## src/rtl/button_debounce_if.sv

```systemverilog
// Pin-side bundle of the push-button debouncer: raw pin in, clean level and event pulses out.
// Latency: n/a (signal bundle only).
// Backpressure: none; every signal is a plain level or single-cycle pulse.
//
// Signals:
//   button_        raw pin, asynchronous, active low (0 = pressed)
//   button_db_     debounced level, active low
//   press_pulse    1-cycle pulse on accepted press
//   release_pulse  1-cycle pulse on accepted release
//   long_press     1-cycle pulse when a press has been held long enough
//   long_held      level, high from long_press until the release is accepted
interface button_debounce_if;
  logic button_;
  logic button_db_;
  logic press_pulse;
  logic release_pulse;
  logic long_press;
  logic long_held;

  // Debouncer side: consumes the pin, produces the clean outputs.
  modport slave (
    input  button_,
    output button_db_,
    output press_pulse,
    output release_pulse,
    output long_press,
    output long_held
  );

  // Board/consumer side: drives the pin, observes the clean outputs.
  modport master (
    output button_,
    input  button_db_,
    input  press_pulse,
    input  release_pulse,
    input  long_press,
    input  long_held
  );
endinterface

```

## src/rtl/button_debounce.sv

```systemverilog
// Debounces an active-low push button into a clean level plus press/release/long-press events.
// Latency: SYNC_STAGES-1+DEBOUNCE_CYCLES edges from first synchroniser capture to output change.
// Backpressure: none; events are single-cycle pulses and are never held off.
//
// Ports:
//   clk     system clock
//   reset_  synchronous reset, active low
//   bif     button_debounce_if.slave (button_ in; button_db_, press_pulse,
//           release_pulse, long_press, long_held out)
module button_debounce #(
  parameter int SYNC_STAGES       = 2,
  parameter int DEBOUNCE_CYCLES   = 250000,
  parameter int LONG_PRESS_CYCLES = 25000000
) (
  input  logic             clk,
  input  logic             reset_,
  button_debounce_if.slave bif
);

  // db_cnt only ever reaches DEBOUNCE_CYCLES-1; hold_cnt must reach LONG_PRESS_CYCLES itself.
  localparam int DB_W   = $clog2(DEBOUNCE_CYCLES);
  localparam int HOLD_W = $clog2(LONG_PRESS_CYCLES + 1);

  localparam logic [DB_W-1:0]   DB_LAST  = DB_W'(DEBOUNCE_CYCLES - 1);
  localparam logic [DB_W-1:0]   DB_ONE   = DB_W'(1);
  localparam logic [HOLD_W-1:0] HOLD_MAX = HOLD_W'(LONG_PRESS_CYCLES);
  localparam logic [HOLD_W-1:0] HOLD_HIT = HOLD_W'(LONG_PRESS_CYCLES - 1);

  typedef enum logic [1:0] {
    RELEASED     = 2'd0,
    PRESS_PEND   = 2'd1,
    PRESSED      = 2'd2,
    RELEASE_PEND = 2'd3
  } state_t;

  // ---------------------------------------------------------------------------
  // Input synchroniser. Resets to 1 so the pin reads as released out of reset.
  // ---------------------------------------------------------------------------
  logic [SYNC_STAGES-1:0] sync_q;
  logic                   btn_s;

  always_ff @(posedge clk) begin
    if (!reset_) begin
      sync_q <= '1;
    end else begin
      sync_q <= {sync_q[SYNC_STAGES-2:0], bif.button_};
    end
  end

  assign btn_s = sync_q[SYNC_STAGES-1];

  // ---------------------------------------------------------------------------
  // State and output registers
  // ---------------------------------------------------------------------------
  state_t              state_q,     state_d;
  logic [DB_W-1:0]     db_cnt_q,    db_cnt_d;
  logic [HOLD_W-1:0]   hold_cnt_q,  hold_cnt_d;
  logic                button_db_q, button_db_d;
  logic                press_q,     press_d;
  logic                release_q,   release_d;
  logic                long_q,      long_d;
  logic                held_q,      held_d;
  logic                hold_run;

  always_ff @(posedge clk) begin
    if (!reset_) begin
      state_q     <= RELEASED;
      db_cnt_q    <= '0;
      hold_cnt_q  <= '0;
      button_db_q <= 1'b1;
      press_q     <= 1'b0;
      release_q   <= 1'b0;
      long_q      <= 1'b0;
      held_q      <= 1'b0;
    end else begin
      state_q     <= state_d;
      db_cnt_q    <= db_cnt_d;
      hold_cnt_q  <= hold_cnt_d;
      button_db_q <= button_db_d;
      press_q     <= press_d;
      release_q   <= release_d;
      long_q      <= long_d;
      held_q      <= held_d;
    end
  end

  // ---------------------------------------------------------------------------
  // Next-state / output logic
  // ---------------------------------------------------------------------------
  always_comb begin
    state_d     = state_q;
    db_cnt_d    = db_cnt_q;
    hold_cnt_d  = hold_cnt_q;
    button_db_d = button_db_q;
    press_d     = 1'b0;
    release_d   = 1'b0;
    long_d      = 1'b0;
    held_d      = held_q;
    hold_run    = 1'b0;

    case (state_q)
      RELEASED: begin
        if (!btn_s) begin
          state_d  = PRESS_PEND;
          db_cnt_d = DB_ONE;
        end
      end

      PRESS_PEND: begin
        if (btn_s) begin
          // Bounce back to released before the window closed: drop silently.
          state_d  = RELEASED;
          db_cnt_d = '0;
        end else if (db_cnt_q == DB_LAST) begin
          state_d     = PRESSED;
          db_cnt_d    = '0;
          button_db_d = 1'b0;
          press_d     = 1'b1;
          hold_cnt_d  = '0;
        end else begin
          db_cnt_d = db_cnt_q + 1'b1;
        end
      end

      PRESSED: begin
        hold_run = 1'b1;
        if (btn_s) begin
          state_d  = RELEASE_PEND;
          db_cnt_d = DB_ONE;
        end
      end

      RELEASE_PEND: begin
        if (!btn_s) begin
          // Release glitch: still the same press, so the hold time carries on.
          state_d  = PRESSED;
          db_cnt_d = '0;
          hold_run = 1'b1;
        end else if (db_cnt_q == DB_LAST) begin
          // Accepting the release suppresses a long press landing on this edge.
          state_d     = RELEASED;
          db_cnt_d    = '0;
          button_db_d = 1'b1;
          release_d   = 1'b1;
          held_d      = 1'b0;
        end else begin
          db_cnt_d = db_cnt_q + 1'b1;
          hold_run = 1'b1;
        end
      end

      default: begin
        state_d  = RELEASED;
        db_cnt_d = '0;
      end
    endcase

    // Saturating hold counter; long_press fires only on the step into HOLD_MAX,
    // so it cannot re-fire while the same press continues.
    if (hold_run && (hold_cnt_q != HOLD_MAX)) begin
      hold_cnt_d = hold_cnt_q + 1'b1;
      if (hold_cnt_q == HOLD_HIT) begin
        long_d = 1'b1;
        held_d = 1'b1;
      end
    end
  end

  // ---------------------------------------------------------------------------
  // Outputs are straight from flops: no combinational path from the pin.
  // ---------------------------------------------------------------------------
  assign bif.button_db_    = button_db_q;
  assign bif.press_pulse   = press_q;
  assign bif.release_pulse = release_q;
  assign bif.long_press    = long_q;
  assign bif.long_held     = held_q;

`ifndef SYNTHESIS
  a_pulse_excl : assert property (@(posedge clk) disable iff (!reset_)
    !(press_q && release_q));
  a_long_implies_held : assert property (@(posedge clk) disable iff (!reset_)
    long_q |-> held_q);
  a_long_while_pressed : assert property (@(posedge clk) disable iff (!reset_)
    held_q |-> !button_db_q);
`endif

endmodule

```

## src/flat_wrapper.sv

```systemverilog
// flat-port wrapper written by rule: the top's interface ports become plain ports
module button_debounce_flat 
#(
  parameter int SYNC_STAGES       = 2,
  parameter int DEBOUNCE_CYCLES   = 250000,
  parameter int LONG_PRESS_CYCLES = 25000000
)
  (clk, reset_, bif_button_, bif_button_db_, bif_press_pulse, bif_release_pulse, bif_long_press, bif_long_held);
  button_debounce_if bif_i ();
  input  logic clk;
  input  logic reset_;
  input wire logic [$bits(bif_i.button_)-1:0] bif_button_;
  output wire logic [$bits(bif_i.button_db_)-1:0] bif_button_db_;
  output wire logic [$bits(bif_i.press_pulse)-1:0] bif_press_pulse;
  output wire logic [$bits(bif_i.release_pulse)-1:0] bif_release_pulse;
  output wire logic [$bits(bif_i.long_press)-1:0] bif_long_press;
  output wire logic [$bits(bif_i.long_held)-1:0] bif_long_held;
  assign bif_i.button_ = bif_button_;
  assign bif_button_db_ = bif_i.button_db_;
  assign bif_press_pulse = bif_i.press_pulse;
  assign bif_release_pulse = bif_i.release_pulse;
  assign bif_long_press = bif_i.long_press;
  assign bif_long_held = bif_i.long_held;
  button_debounce #(.SYNC_STAGES(SYNC_STAGES), .DEBOUNCE_CYCLES(DEBOUNCE_CYCLES), .LONG_PRESS_CYCLES(LONG_PRESS_CYCLES)) u_core (.clk(clk), .reset_(reset_), .bif(bif_i));
endmodule
```

## config.mk

```make
export PLATFORM = sky130hd
export DESIGN_NAME = button_debounce_flat
export DESIGN_NICKNAME = d
export VERILOG_FILES = /design/src/rtl/button_debounce_if.sv /design/src/rtl/button_debounce.sv /design/src/flat_wrapper.sv
export SDC_FILE = /design/constraint.sdc
export NUM_CORES = 1
export LEC_CHECK = 0
export CAP_MARGIN = 20
export CORE_MARGIN = 4
export CORE_UTILIZATION = 41
export CTS_CLUSTER_SIZE = 14
export DETAILED_ROUTE_END_ITERATION = 7
export PLACE_DENSITY = 0.57
export SETUP_SLACK_MARGIN = 0.15
export SLEW_MARGIN = 20
export SYNTH_ARGS = -nofsm -noshare
export SYNTH_HDL_FRONTEND = slang
export SYNTH_SLANG_ARGS = --single-unit
```

## constraint.sdc

```tcl
create_clock -name clk -period 2.1 [get_ports clk]
set_clock_uncertainty 0.15 [all_clocks]
set_input_delay 0.525 -clock clk [delete_from_list [all_inputs] [get_ports clk]]
set_output_delay 0.525 -clock clk [all_outputs]
set_load 0.1 [all_outputs]
```

==> results.toml <==
[worst_setup_path]
worstPathMaxFanout = 17
r2r_slack_ps = -20
crit_chain = "or4_4 -> nor4_4 -> and4_4 -> o31ai_4 -> buf_12 -> o221ai_2"
critPathSlowestCell = "or4_4"
arrival_ps = 2200
end_kind = "register"
crit_path_max_incr_delay_ps = 550
startpoint_type = "register"
required_ps = 2180
path_class = "register to register"

[finish]
fin_cells = 522
multiInputGateArea_um2 = 2010
antenna_cells = 0
final_nets = 432
fillers = 590
seq_area_um2 = 1060
design_area_um2 = 4210
area_growth_pct = 45.1
drive_above_1_share = 0.408

[route]
dr_total_vias = 2944
vias_per_cell = 5.64
wirelength_um = 8230
post-route-drc-count = 0
wl_met3_um = 268
antenna_left = 0
firstDrtPassIters = 4
wl_per_cell_um = 15.8
highest_layer = "met4"
wl_met1_um = 4100
drt_iter0_markers = 121
wl_met2_um = 3800

[synth]
synth_edf_count = 0
synth-adder-area-share = 0.0129
yosys_warnings = 0
yosysUniqueCellTypes = 65
synth-simple-area-share = 0.300
synthArstFlopShare = 0
yosysMostFrequentCell = "dfxtp_1"
synthTopCellsByCount = "52 x dfxtp_1, 27 x nand2_1, 26 x nand3_1"
yosys.area.top_type = "dfxtp_1"
synth_area_leaders = "dfxtp_1 36%, nand3_1 4.5%, nand2_1 3.5%"
synth.avg_cell_area_um2 = 8.34
synth.net_count = 354
synth_xor_area_frac = 0.0151
netlist_area_um2 = 2900
yosysTopAreaCellShare = 0.359
synth_top_family_by_area = "simple AND/OR/NAND/NOR gates"
synth_seq_area_share = 0.359
syn_inst = 348
synthFlopType = "dfxtp_1"
synth-compound-area-share = 0.238
synth-seq-cells = 52
synthMuxAreaShare = 0

[die]
core-area_um2 = 6830
pin_count = 8
die_x_um = 92.1
die_h_um = 92.1
die_area_um2 = 8490
start_util = 0.425
row_count = 30

[run_status]
outcome = "finished, violations left"
failed_checks = "negative setup slack"

[place]
post-place-ws_ps = -233
io_buffers = 7
gp_congestion = 0.884
placed_area_um2 = 3710
placed_cells = 503
hpwlAfterDp_um = 5600

[timing]
setup_viol = 7
timing.final.crit_share = 1.01
rsz0062_at_grt = "true"
period_needed_ps = 2120
slew_headroom = 0.698
max_freq_ghz = 0.472
layout_setup_ws_ps = -19.2
slew_viol_final = 0
tightest_slew_ps = 449
hold_viol = 0
tns_ps = -65.4

[global_routing]
grt_max_degree = 24
grt_pass1_vias = 2782
grt_pass1_wl_um = 13600
grt.overflow.total = 0
antenna_found_initial = 0
track_usage = 0.196

[clock_network]
cts_hold_buf = 0
cts_root_buf = "clkbuf_8"
cts_tree = "done"
clkSinkCount = 52
htreeDepth = 2
cts_made_buffers = 5
cts_buffer_depth = 2
clk_latency_ps = 300
cts.clk_slew.worst_paths_ps = 90

[power_and_ir_drop]
peakVddDrop_v = 0.000236
leakage_nw = 1.45
finalPower_mw = 1.61
powerDensity_nw_per_um2 = 383

[min_path]
hold_path_class = "register to register"

[flow_run]
maxCapViolCount = 0
-- final timing paths --
path,from,endpoint,cells past startpoint
max,u_core.hold_cnt_q[23]$_SDFFE_PN0P_,u_core.hold_cnt_q[3]$_SDFFE_PN0P_,6
max reg2reg,u_core.hold_cnt_q[23]$_SDFFE_PN0P_,u_core.hold_cnt_q[3]$_SDFFE_PN0P_,6
min reg2reg,u_core.sync_q[0]$_SDFF_PN1_,u_core.sync_q[1]$_SDFF_PN1_,1
min,u_core.sync_q[0]$_SDFF_PN1_,u_core.sync_q[1]$_SDFF_PN1_,1
-- flip-flops by register name, summed over array words and instances, names as in the netlist, named ones only --
register                  flops
u_core.bif.release_pulse      1
u_core.state_q                1
u_core.sync_q                 2
u_core.bif.button_db_         1
u_core.bif.long_press         1
u_core.bif.press_pulse        1
u_core.db_cnt_q              18
u_core.bif.long_held          1
u_core.hold_cnt_q            25
-- routing by layer --
layer / vias to the layer above / GRT usage
met4: 0 / 0.0458
met3: 5 / 0.0304
met2: 47 / 0.314
li1: 1489 / -
met5: - / 0
met1: 1403 / 0.277
-- layout make-up --
class / instances / share of cell area
sequential: 52 / 0.252
multi-input combinational: 252 / 0.478
timing repair buffer: 91 / 0.201
clock buffer: 6 / 0.0172
tap: 96 / 0.0285
clock inverter: 1 / 0.00119
inverter: 24 / 0.0214
-- cells by family (layout without fill, tap and decap cells) --
| family | count (synthesis) | after routing |
|---|---|---|
| AOI/OAI and AO/OA | 90 | 91 |
| xor gates and xnor gates | 5 | 5 |
| adders and majority gates | 3 | 3 |
| buffers and inverters | 45 | 122 |
| DFF | 52 | 52 |
| and+or+nand+nor | 153 | 153 |
-- power breakdown --
group	switching (mW)	internal, mW
logic	0.0376	0.0251
clock network	0.331	0.228
registers	0.00272	0.989
total	0.371	1.24
-- placed cells by master (no fill, tap or decap), types with 7 or more instances in the layout --
cell type / synthesis / final
nand3_1: 26 / 17
buf_6: 2 / 7
a21oi_1: 14 / 13
buf_4: 1 / 72
o221ai_2: 0 / 9
dfxtp_2: 0 / 16
inv_1: 24 / 24
nand4_1: 13 / 13
nand2b_1: 8 / 8
nor2_1: 16 / 15
nor3_1: 15 / 15
nand3_2: 0 / 7
buf_12: 1 / 9
nand2_1: 27 / 25
a311oi_1: 9 / 8
dfxtp_1: 52 / 36
-- critical path, delay by kind of cell, from the launching register on --
kind | cells | cell delay, ps
compound gates | 2 | 250
buf+inv | 1 | 160
simple gates | 3 | 1140
flops | 1 | 330
-- metrics by stage --
step	hold slack [ps]	utilization
global placement	245	0.543
detailed placement	243	0.543
CTS	266	0.588
finish	263	0.616
floorplan	236	-
global route	307	0.616
-- timing repair --
| action | CTS | global route |
|---|---|---|
| endpoints found under the setup margin | 43 | 45 |
| pin swaps | 26 | 14 |
| endpoints found under the hold margin | 0 | 0 |
| setup buffers | 2 | 8 |
| cloned | 1 | 1 |
| resized for setup | 37 | 29 |
Note: power is estimated with default switching activity, not from simulation.
